[src/rtl/random_variable_selector.sv]
// Picks one set bit of the latched integer/boolean presence masks uniformly at random (count, LFSR rejection draw, select).
// Latency: 1 + N + draw + select + 1 cycles from start to done; empty mask takes 1 + N + 1.
// No backpressure: in_start is honoured only in IDLE and dropped otherwise; results hold until the next done.
module random_variable_selector #(
    parameter int MAXIMUM_BIT_WIDTH_OF_INTEGER_VARIABLE_INDEX = 1,
    parameter int MAXIMUM_BIT_WIDTH_OF_BOOLEAN_VARIABLE_INDEX = 1,
    parameter int LFSR_WIDTH = 16,
    parameter logic [LFSR_WIDTH-1:0] LFSR_SEED = 16'hACE1
) (
    input  logic clk,
    input  logic reset,
    input  logic in_start,
    input  logic [(2**MAXIMUM_BIT_WIDTH_OF_INTEGER_VARIABLE_INDEX)-1:0] in_integer_variables,
    input  logic [(2**MAXIMUM_BIT_WIDTH_OF_BOOLEAN_VARIABLE_INDEX)-1:0] in_boolean_variables,
    output logic out_busy,
    output logic out_done,
    output logic out_valid,
    output logic out_is_boolean,
    output logic [((MAXIMUM_BIT_WIDTH_OF_INTEGER_VARIABLE_INDEX > MAXIMUM_BIT_WIDTH_OF_BOOLEAN_VARIABLE_INDEX) ?
                   MAXIMUM_BIT_WIDTH_OF_INTEGER_VARIABLE_INDEX : MAXIMUM_BIT_WIDTH_OF_BOOLEAN_VARIABLE_INDEX)-1:0] out_variable_index
);
    localparam int IW   = MAXIMUM_BIT_WIDTH_OF_INTEGER_VARIABLE_INDEX;
    localparam int BW   = MAXIMUM_BIT_WIDTH_OF_BOOLEAN_VARIABLE_INDEX;
    localparam int NI   = 2**IW;
    localparam int NB   = 2**BW;
    localparam int N    = NI + NB;
    localparam int CW   = $clog2(N + 1);
    localparam int PW   = $clog2(N);
    localparam int IDXW = (IW > BW) ? IW : BW;

    localparam logic [LFSR_WIDTH-1:0] SEED = (LFSR_SEED == '0) ? LFSR_WIDTH'(1) : LFSR_SEED;
    // x^16+x^14+x^13+x^11+1 at 16 bits; other widths fall back to x^n+x^(n-1)+1
    localparam logic [LFSR_WIDTH-1:0] TAPS = (LFSR_WIDTH == 16) ? LFSR_WIDTH'(16'hB400)
                                                                : (LFSR_WIDTH'(3) << (LFSR_WIDTH - 2));
    localparam logic [PW-1:0] LAST = PW'(N - 1);

    typedef enum logic [2:0] {
        IDLE   = 3'd0,
        COUNT  = 3'd1,
        DRAW   = 3'd2,
        SELECT = 3'd3,
        DONE   = 3'd4
    } state_t;

    state_t state, state_next;

    logic [LFSR_WIDTH-1:0] lfsr;
    logic [N-1:0]          mask;
    logic [CW-1:0]         cnt;
    logic [CW-1:0]         t;
    logic [PW-1:0]         idx;

    logic [CW-1:0] cnt_inc;
    logic [CW-1:0] cand;
    logic          sel_bool;
    logic [PW-1:0] sel_off;

    assign cnt_inc  = cnt + CW'(mask[idx]);
    assign cand     = lfsr[CW-1:0];
    assign sel_bool = (idx >= PW'(NI));
    assign sel_off  = sel_bool ? (idx - PW'(NI)) : idx;

    assign out_busy = (state != IDLE);
    assign out_done = (state == DONE);

    always_ff @(posedge clk) begin
        if (reset) state <= IDLE;
        else       state <= state_next;
    end

    always_comb begin
        state_next = state;
        case (state)
            IDLE:    if (in_start) state_next = COUNT;
            COUNT:   if (idx == LAST) state_next = (cnt_inc == '0) ? DONE : DRAW;
            DRAW:    if (cand < cnt) state_next = SELECT;
            SELECT:  if (mask[idx] && (t == '0)) state_next = DONE;
            DONE:    state_next = IDLE;
            default: state_next = IDLE;
        endcase
    end

    always_ff @(posedge clk) begin
        if (reset) begin
            lfsr               <= SEED;
            mask               <= '0;
            cnt                <= '0;
            t                  <= '0;
            idx                <= '0;
            out_valid          <= 1'b0;
            out_is_boolean     <= 1'b0;
            out_variable_index <= '0;
        end else begin
            lfsr <= {lfsr[LFSR_WIDTH-2:0], ^(lfsr & TAPS)};
            case (state)
                IDLE: begin
                    if (in_start) begin
                        mask <= {in_boolean_variables, in_integer_variables};
                        cnt  <= '0;
                        idx  <= '0;
                    end
                end
                COUNT: begin
                    cnt <= cnt_inc;
                    idx <= idx + PW'(1);
                    if ((idx == LAST) && (cnt_inc == '0)) begin
                        out_valid          <= 1'b0;
                        out_is_boolean     <= 1'b0;
                        out_variable_index <= '0;
                    end
                end
                DRAW: begin
                    if (cand < cnt) begin
                        t   <= cand;
                        idx <= '0;
                    end
                end
                SELECT: begin
                    // t counts down the set bits still to skip before the chosen one
                    if (mask[idx] && (t == '0)) begin
                        out_valid          <= 1'b1;
                        out_is_boolean     <= sel_bool;
                        out_variable_index <= IDXW'(sel_off);
                    end else begin
                        if (mask[idx]) t <= t - CW'(1);
                        idx <= idx + PW'(1);
                    end
                end
                default: ;
            endcase
        end
    end
endmodule

[config.mk]
export PLATFORM = sky130hd
export DESIGN_NAME = random_variable_selector
export DESIGN_NICKNAME = d
export VERILOG_FILES = /design/src/rtl/random_variable_selector.sv
export SDC_FILE = /design/constraint.sdc
export NUM_CORES = 1
export LEC_CHECK = 0
export CAP_MARGIN = 25
export CORE_MARGIN = 5
export CORE_UTILIZATION = 50
export CTS_CLUSTER_DIAMETER = 120
export CTS_CLUSTER_SIZE = 25
export DETAILED_ROUTE_END_ITERATION = 7
export PLACE_DENSITY = 0.68
export RECOVER_POWER = 25
export SYNTH_ARGS = -nofsm -noshare
export SYNTH_HDL_FRONTEND = slang
export SYNTH_SLANG_ARGS = --single-unit
[constraint.sdc]
create_clock -name clk -period 4.4 [get_ports clk]
set_input_delay 0.88 -clock clk [delete_from_list [all_inputs] [get_ports clk]]
set_output_delay 0.88 -clock clk [all_outputs]
set_load 0.02 [all_outputs]
==> results of run 1 <==
-- routing by layer --
layer	GRT usage	part of all wire	up-vias	routed length, um
met5	0	0	-	0
met4	0.07772	0.016	0	49
met3	0.03761	0.035	8	111
met2	0.2781	0.48	18	1519
met1	0.1934	0.46	574	1459
li1	-	-	615	-
-- flip-flops by register name (all words and copies together) (netlist names) --
| register | count |
|---|---|
| lfsr | 16 |
| mask | 4 |
| cnt | 3 |
| state | 3 |
| t | 3 |
| idx | 2 |
| out_is_boolean | 1 |
| out_valid | 1 |
| out_variable_index | 1 |
-- power by group through the flow --
stage | clock, mW | combinational, mW | sequential (mW)
after floorplan | 0 | 0.0512 | 0.336
after detailed placement | 0 | 0.0636 | 0.342
after global routing | 0.195 | 0.0715 | 0.338
after CTS | 0.183 | 0.0642 | 0.335
after global placement | 0 | 0.0613 | 0.342
final | 0.179 | 0.0633 | 0.336
-- cell usage after synthesis, drive strengths merged (2+ instances only) --
cell | n | area [um^2]
dfxtp | 34 | 680.7
nand2 | 16 | 60.06
a21oi | 12 | 60.06
nand3 | 12 | 60.06
nor2b | 11 | 68.82
inv | 10 | 37.54
or2 | 9 | 56.30
ha | 8 | 100.1
clkbuf | 6 | 22.52
nor3 | 5 | 25.02
o21ai | 5 | 25.02
nor2 | 3 | 11.26
o211ai | 3 | 22.52
o21a | 3 | 22.52
xor2 | 3 | 26.28
buf | 2 | 18.77
mux2i | 2 | 20.02
nand2b | 2 | 12.51
nor3b | 2 | 15.01
o2111ai | 2 | 17.52
o22ai | 2 | 12.51
-- worst max path at each step --
stage,to,slack [ns],start,depth (start not counted)
floorplan,out_variable_index,1.69,idx[0],8
global placement,out_variable_index,1.54,idx[0],7
detailed placement,out_variable_index,1.47,idx[0],7
CTS,out_variable_index,1.47,idx[0],7
global route,out_variable_index,1.31,idx[0],7
finish,out_variable_index,1.46,idx[0],7
-- area by class of cell --
type | instances | area (um^2) | share of cell area
clock buffer | 7 | 55.05 | 0.03221
timing repair buffer | 12 | 117.6 | 0.06881
sequential | 34 | 680.7 | 0.3982
inverter | 10 | 37.54 | 0.02196
multi-input combinational | 117 | 772.0 | 0.4517
clock inverter | 1 | 5.005 | 0.002928
tap | 33 | 41.29 | 0.02416
-- cell families (layout without fill, tap and decap cells) --
family                     Yosys count  count (layout)
xor gates and xnor gates             4               4
muxes                                3               3
AOI/OAI and AO/OA                   36              36
buffers and inverters               18              30
and+or+nand+nor                     66              66
adders and majority gates            8               8
DFF                                 34              34
-- metrics by stage --
stage	util	instance area (um^2)	std cells	power [mW]	worst slack (ns)
floorplan	-	1531	169	0.3869	1.688
global placement	0.5492	1649	206	0.4031	1.535
detailed placement	0.5492	1649	206	0.4060	1.472
CTS	0.5692	1709	214	0.5828	1.466
global route	0.5692	1709	214	0.6044	1.312
finish	0.5692	1709	214	0.5774	1.462
==> results.py, run 1 <==
metrics = {
    "timing": {
        "rsz0062_at_grt": "no",
        "finalCriticalPeriod_ns": 2.938,
        "finClkSkew_ns": 0.01112,
        "fmax_mhz": 340.4,
        "setup_tns_ns": 0,
        "slew_violations": 0,
        "worst_pin_slew_ns": 0.5681,
        "post-route-period-util": 0.6678,
        "hold_violations": 0,
        "relSlewSlack": 0.6183,
        "holdWs_ns": 0.4120,
        "finalSetupViolCount": 0,
    },
    "final_layout": {
        "layout_commonest_cell": "dfxtp_1",
        "areaGrowthSynthToFinish_pct": 11.60,
        "layout.nets": 195,
        "n_antenna_cell": 0,
        "drive_above_1_share": 0.1160,
        "fill_cells": 290,
        "layout_common_cells": "dfxtp_1, nand2_1, nand3_1, a21oi_1, nor2b_1",
    },
    "synthesis": {
        "synthesis.area_mm2": 0.001531,
        "yosys.area_share.simple": 0.2328,
        "yosys_register_bits": 34,
        "synth-xor-area-share": 0.02288,
        "async_flop_share": 0,
        "avgSynthCellArea_um2": 9.062,
        "synthCells": 169,
        "yosysSeqAreaShare": 0.4444,
        "synth_ff_type": "dfxtp_1",
        "synth_fa_ha_area_frac": 0.06536,
        "synth_compound_area_frac": 0.1552,
        "synth_nets": 184,
        "synth_top_family_by_area": "simple AND/OR/NAND/NOR gates",
        "synth_edf_count": 0,
        "synthMuxAreaShare": 0.02778,
        "yosysWarningCount": 0,
        "ys_types": 39,
    },
    "global_route": {
        "track_usage": 0.1636,
        "grt_pass1_vias": 1148,
        "gr-total-overflow": 0,
        "antenna_found_initial": 0,
        "grt_start_max_net_pins": 18,
        "grt_pass1_wl_mm": 5.299,
    },
    "critical_path": {
        "ff2ff_path_depth": 7,
        "crit_path_cell_trace": "mux4_2 -> ha_1 -> ha_1 -> xor2_1 -> or4b_2 -> a221oi_1 -> nor3_1",
        "cpMostUsedCell": "ha_1",
        "max_stage_delay_ns": 0.67,
        "critPathMaxFanout": 10,
        "r2r-end": "out_variable_index",
        "r2r-start": "idx[0]",
        "worstPathRequired_ns": 4.64,
        "endpoint_kind": "flip-flop",
        "start_kind": "flip-flop",
        "crit_arrival_ns": 3.18,
        "critical_path_class": "flip-flop to flip-flop",
        "cp_num_buf_inv": 0,
        "critPathSlowestCell": "or4b_2",
        "reg2reg_slack_ns": 1.46,
        "cpLargestDelayFamily": "simple AND/OR/NAND/NOR gates",
    },
    "min_path": {
        "hp-start": "lfsr[14]",
        "hold_path_class": "flip-flop to flip-flop",
        "hold-path-cell-count": 1,
        "hold_end": "lfsr[15]",
    },
    "clock_tree": {
        "hold_buffers": 0,
        "root_buffer": "clkbuf_4",
        "clk_pin_slew_ns": 0.11,
        "postCtsSetupBuffers": 0,
        "cts_made_buffers": 5,
        "cts_tree": "yes",
        "h-tree-depth": 2,
        "cts_resized": 0,
        "clockBufferDepth": 2,
        "clock_sinks": 34,
        "clk_latency_ns": 0.34,
    },
    "route": {
        "final_antenna_net_count": 0,
        "wl_per_cell_um": 14.67,
        "drt_first_pass_iters": 4,
        "via_per_inst": 5.678,
        "drc": 0,
        "vias": 1215,
        "initialDrtViolationCount": 64,
        "wirelength_mm": 3.140,
    },
    "floorplanning": {
        "start_util": 0.5100,
        "num_rows": 20,
        "core_area_mm2": 0.003003,
        "die_x_um": 65.35,
        "num_io_pins": 12,
        "die_y_um": 65.35,
        "die_area_mm2": 0.004270,
    },
    "power_and_ir_drop": {
        "p_comb_frac": 0.110,
        "leakagePower_nw": 0.6502,
        "switching_share": 0.2549,
        "switchingPower_mw": 0.1472,
        "peakVddDrop_uv": 242.6,
        "seqPwrFrac": 0.581,
        "power_per_cell_area_mw_per_mm2": 337.8,
        "p_int_mw": 0.4302,
        "p_clk_frac": 0.309,
    },
    "placed_design": {
        "numPortBuffers": 11,
        "gp_congestion": 0.8871,
        "dp_hpwl_mm": 2.297,
    },
    "status": {
        "status": "finished, final reports clean",
    },
    "job": {
        "maxCapViolations": 0,
    },
}
(Power assumes the default switching activity.)
==> run 2, diff against run 1 <==
clock period = 2.8 ns   (was 4.4 ns; I/O delays follow)
==> run 2 against run 1 <==
Compared with the run above:
- critical path depth shrank 1
- highest routed layer unchanged
- total power is 88% higher
- clock power rose to 2.5 times the previous value
- largest cell class unchanged
- non-clock buffer count increased by 5
==> results.py, run 2 (synthesis results as in run 1) <==
metrics = {
    "timing": {
        "post-route-period-util": 0.9422,
        "finClkSkew_ns": 0.006753,
        "fmax_mhz": 379.1,
        "finalCriticalPeriod_ns": 2.638,
        "setup_tns_ns": 0,
        "hold_violations": 0,
        "rsz0062_at_grt": "no",
        "worst_pin_slew_ns": 0.6828,
        "finalSetupViolCount": 0,
        "slew_violations": 0,
        "holdWs_ns": 0.4263,
        "relSlewSlack": 0.5413,
    },
    "final_layout": {
        "drive_above_1_share": 0.1452,
        "top_register": "lfsr",
        "reg_top3": "lfsr x16, mask x4",
        "stdcell_area_mm2": 0.001793,
        "layout_common_cells": "dfxtp_1, nand2_1, nand3_1, a21oi_1, nor2b_1",
        "largest_reg_flops": 16,
        "fill_cells": 281,
        "layout.nets": 200,
        "areaGrowthSynthToFinish_pct": 17.08,
        "n_antenna_cell": 0,
        "layout_commonest_cell": "dfxtp_1",
    },
    "clock_tree": {
        "h-tree-depth": 2,
        "cts_tree": "yes",
        "clockBufferDepth": 2,
        "postCtsSetupBuffers": 0,
        "hold_buffers": 0,
        "clock_sinks": 34,
        "cts_made_buffers": 5,
        "root_buffer": "clkbuf_4",
        "clk_latency_ns": 0.34,
        "clk_pin_slew_ns": 0.11,
        "cts_resized": 0,
    },
    "placed_design": {
        "numPortBuffers": 11,
        "gp_congestion": 0.8793,
        "place_area_mm2": 0.001687,
        "dp_hpwl_mm": 2.277,
    },
    "power_and_ir_drop": {
        "leakagePower_nw": 0.6964,
        "p_int_mw": 0.8393,
        "p_comb_frac": 0.102,
        "seqPwrFrac": 0.481,
        "p_clk_frac": 0.417,
        "switchingPower_mw": 0.2470,
        "peakVddDrop_uv": 481.8,
        "switching_share": 0.2274,
        "power_per_cell_area_mw_per_mm2": 605.9,
    },
    "route": {
        "wirelength_mm": 3.100,
        "final_antenna_net_count": 0,
        "drt_first_pass_iters": 4,
        "drc": 0,
        "via_per_inst": 5.621,
        "met2_length_mm": 1.495,
        "wl_per_cell_um": 14.16,
        "vias": 1231,
        "initialDrtViolationCount": 64,
        "wl_met3_um": 163,
        "dr.max_layer_used": "met4",
        "wl_met1_mm": 1.379,
    },
    "critical_path": {
        "crit_arrival_ns": 2.87,
        "worstPathRequired_ns": 3.03,
        "crit_path_cell_trace": "mux4_2 -> ha_1 -> ha_1 -> or4b_2 -> a221oi_1 -> nor3_1",
        "critPathMaxFanout": 4,
        "start_kind": "flip-flop",
        "ff2ff_path_depth": 6,
        "critical_path_class": "flip-flop to flip-flop",
        "endpoint_kind": "flip-flop",
        "critPathSlowestCell": "or4b_2",
        "max_stage_delay_ns": 0.74,
        "cpMostUsedCell": "ha_1",
    },
    "min_path": {
        "hold-path-cell-count": 1,
        "hold_path_class": "flip-flop to flip-flop",
    },
    "floorplanning": {
        "num_io_pins": 12,
        "die_y_um": 65.35,
        "die_x_um": 65.35,
        "die_area_mm2": 0.004270,
        "start_util": 0.5100,
        "num_rows": 20,
        "core_area_mm2": 0.003003,
    },
    "global_route": {
        "track_usage": 0.1637,
        "gr-total-overflow": 0,
        "grt_pass1_vias": 1150,
        "antenna_found_initial": 0,
        "grt_start_max_net_pins": 24,
        "grt_pass1_wl_mm": 5.319,
    },
    "job": {
        "maxCapViolations": 0,
    },
    "status": {
        "status": "finished, final reports clean",
    },
}
==> run 2: changes by cell type in the layout (fill, tap and decap cells not counted) <==
cell | previous run | this run
clkinv_4 | 0 | 1
buf_4 | 1 | 6
bufinv_16 | 0 | 2
clkinv_2 | 1 | 0
clkbuf_8 | 1 | 0
clkbuf_1 | 1 | 0
==> run 2: critical path, delay by kind of cell (launching register included) <==
kind                       cells  cell delay, ns
and+or+nand+nor                2            0.82
DFF                            1            0.37
muxes                          1            0.52
AOI/OAI and AO/OA              1            0.32
adders and majority gates      2            0.51
==> run 2: power groups by stage <==
stage | logic, mW | clock network, mW | registers (mW)
CTS | 0.111 | 0.465 | 0.523
floorplan | 0.0804 | 0 | 0.528
detailed placement | 0.110 | 0 | 0.534
finish | 0.110 | 0.453 | 0.523
global placement | 0.108 | 0 | 0.533
global route | 0.122 | 0.488 | 0.526
==> run 2: path summary, 6_finish.rpt <==
path | startpoint | end | slack [ns]
setup / recovery | idx[0] | out_variable_index | 0.16
hold reg to reg | lfsr[14] | lfsr[15] | 0.43
setup reg to reg | idx[0] | out_variable_index | 0.16
hold / removal | lfsr[14] | lfsr[15] | 0.43
==> run 2: layer usage <==
| metal | track usage | vias to the layer above |
|---|---|---|
| met3 | 0.05128 | 7 |
| met5 | 0 | - |
| met1 | 0.1991 | 564 |
| li1 | - | 631 |
| met4 | 0.06995 | 0 |
| met2 | 0.2655 | 29 |
==> run 2: stage by stage <==
step                        util  instances  setup WS, ns  power, mW
after floorplan                -        169       0.08780     0.6080
after global placement    0.5617        211        0.2179     0.6410
after detailed placement  0.5617        211        0.1754     0.6440
after CTS                 0.5971        219        0.1570      1.099
after global routing      0.5971        219       0.04637      1.137
final                     0.5971        219        0.1620      1.086
==> run 2: layout make-up <==
type	instances	area [um^2]	area share
Tap cell	33	41.29	0.02303
Multi-Input combinational cell	117	772.0	0.4306
Timing Repair Buffer	17	155.1	0.08653
Inverter	10	37.54	0.02094
Sequential cell	34	680.7	0.3796
Clock buffer	5	37.54	0.02094
Clock inverter	3	68.82	0.03838
==> run 3, diff against run 2 <==
clock period = 3.1 ns   (was 2.8 ns; I/O delays follow)
==> run 3 against run 2 <==
Compared with the run above:
- setup slack improved by 0.14 ns
- combinational power is 13% lower
- via count is 3.2% higher
==> results.py, run 3 (synthesis results as in run 1) <==
metrics = {
    "global_route": {
        "antenna_found_initial": 0,
        "grt_pass1_vias": 1192,
        "grt_start_max_net_pins": 18,
        "grt_pass1_wl_mm": 5.513,
        "gr-total-overflow": 0,
        "track_usage": 0.1658,
    },
    "route": {
        "wl_per_cell_um": 14.74,
        "wirelength_mm": 3.170,
        "vias": 1270,
        "drt_first_pass_iters": 4,
        "final_antenna_net_count": 0,
        "initialDrtViolationCount": 143,
        "drc": 0,
        "via_per_inst": 5.907,
    },
    "critical_path": {
        "endpoint_kind": "flip-flop",
        "r2r-end": "out_variable_index",
        "critPathSlowestCell": "or4b_2",
        "cpMostUsedCell": "ha_1",
        "worstPathRequired_ns": 3.30,
        "critical_path_class": "flip-flop to flip-flop",
        "crit_arrival_ns": 3.00,
        "crit_path_cell_trace": "mux4_2 -> ha_1 -> ha_1 -> xor2_1 -> or4b_2 -> a221oi_1 -> nor3_1",
        "start_kind": "flip-flop",
        "r2r-start": "idx[0]",
        "max_stage_delay_ns": 0.67,
        "ff2ff_path_depth": 7,
        "critPathMaxFanout": 8,
        "reg2reg_slack_ns": 0.31,
    },
    "final_layout": {
        "layout_commonest_cell": "dfxtp_1",
        "layoutNonFillerInstCount": 215,
        "largest_reg_flops": 16,
        "layout_common_cells": "dfxtp_1, nand2_1, nand3_1, a21oi_1, nor2b_1",
        "n_antenna_cell": 0,
        "drive_above_1_share": 0.1209,
        "reg_top3": "lfsr x16, mask x4",
        "top_register": "lfsr",
        "areaGrowthSynthToFinish_pct": 14.87,
        "layout.nets": 196,
    },
    "timing": {
        "hold_violations": 0,
        "post-route-period-util": 0.9012,
        "slew_violations": 0,
        "worst_pin_slew_ns": 0.6403,
        "setup_tns_ns": 0,
        "finalCriticalPeriod_ns": 2.794,
        "finalSetupViolCount": 0,
        "relSlewSlack": 0.5717,
        "rsz0062_at_grt": "no",
        "finClkSkew_ns": 0.008693,
        "fmax_mhz": 358.0,
    },
    "floorplanning": {
        "start_util": 0.5100,
        "num_rows": 20,
        "num_io_pins": 12,
        "die_area_mm2": 0.004270,
        "die_x_um": 65.35,
        "die_y_um": 65.35,
        "core_area_mm2": 0.003003,
    },
    "clock_tree": {
        "h-tree-depth": 2,
        "root_buffer": "clkbuf_4",
        "clk_latency_ns": 0.33,
        "postCtsSetupBuffers": 0,
        "clockBufferDepth": 2,
        "clk_pin_slew_ns": 0.11,
        "cts_made_buffers": 5,
        "clock_sinks": 34,
        "cts_resized": 0,
        "hold_buffers": 0,
        "cts_tree": "yes",
    },
    "min_path": {
        "hold-path-cell-count": 1,
        "hp-start": "lfsr[6]",
        "hold_path_class": "flip-flop to flip-flop",
        "hold_end": "lfsr[7]",
    },
    "placed_design": {
        "gp_congestion": 0.8491,
        "dp_cells": 207,
        "dp_hpwl_mm": 2.374,
        "numPortBuffers": 11,
    },
    "power_and_ir_drop": {
        "total_power_mw": 0.9768,
        "p_comb_frac": 0.098,
        "power_per_cell_area_mw_per_mm2": 555.2,
        "peakVddDrop_uv": 407.7,
        "leakagePower_nw": 0.6718,
        "p_clk_frac": 0.418,
        "p_int_mw": 0.7546,
        "switching_share": 0.2274,
        "seqPwrFrac": 0.484,
        "switchingPower_mw": 0.2221,
    },
    "job": {
        "maxCapViolations": 0,
    },
    "status": {
        "status": "finished, final reports clean",
    },
}
-- run 3: cell types whose count changed in the layout (fill, tap and decap cells not counted) --
cell,delta
buf_4,-5
clkbuf_1,+1
-- run 3: critical path, delay by kind of cell (launching register included) --
kind                       cells  cell delay [ns]
and+or+nand+nor                2             0.76
muxes                          1             0.60
adders and majority gates      2             0.45
DFF                            1             0.37
AOI/OAI and AO/OA              1             0.31
xor gates and xnor gates       1             0.17
-- run 3: layer usage --
layer / share of wire / routed length, um / vias up / global-route usage
li1: - / - / 621 / -
met1: 0.46 / 1466 / 608 / 0.2138
met2: 0.47 / 1494 / 32 / 0.2617
met3: 0.047 / 149 / 9 / 0.05299
met4: 0.019 / 59 / 0 / 0.05440
met5: 0 / 0 / - / 0
-- run 3: how the worst max path moves through the flow --
stage | from | end | slack, ns | cells past startpoint
floorplan | idx[0] | out_variable_index | 0.39 | 8
detailed placement | idx[0] | out_variable_index | 0.31 | 7
finish | idx[0] | out_variable_index | 0.31 | 7
CTS | idx[0] | out_variable_index | 0.31 | 7
global route | idx[0] | out_variable_index | 0.16 | 7
global placement | idx[0] | out_variable_index | 0.40 | 7
-- run 3: area by class of cell --
class / instances / area (um^2)
inverter: 10 / 37.54
fill: 287 / 1244
timing repair buffer: 13 / 121.4
sequential: 34 / 680.7
tap: 33 / 41.29
multi-input combinational: 117 / 772.0
clock inverter: 3 / 68.82
clock buffer: 5 / 37.54
-- run 3: power by group through the flow --
stage | Sequential, mW | Clock [mW] | Combinational, mW
finish | 0.472 | 0.409 | 0.0957
global route | 0.476 | 0.436 | 0.107
CTS | 0.473 | 0.416 | 0.0966
detailed placement | 0.483 | 0 | 0.0957
global placement | 0.482 | 0 | 0.0925
floorplan | 0.477 | 0 | 0.0726
-- run 3: through the flow --
| stage | util | instance area, um^2 | hold slack (ns) | setup WS, ns |
|---|---|---|---|---|
| 3_5_place_dp | 0.5517 | 1657 | 0.4033 | 0.3053 |
| 2_1_floorplan | - | 1531 | 0.3895 | 0.3878 |
| 4_1_cts | 0.5871 | 1763 | 0.4132 | 0.3069 |
| 3_3_place_gp | 0.5517 | 1657 | 0.3940 | 0.3996 |
| 5_1_grt | 0.5858 | 1759 | 0.4268 | 0.1631 |
| 6_report | 0.5858 | 1759 | 0.4103 | 0.3064 |
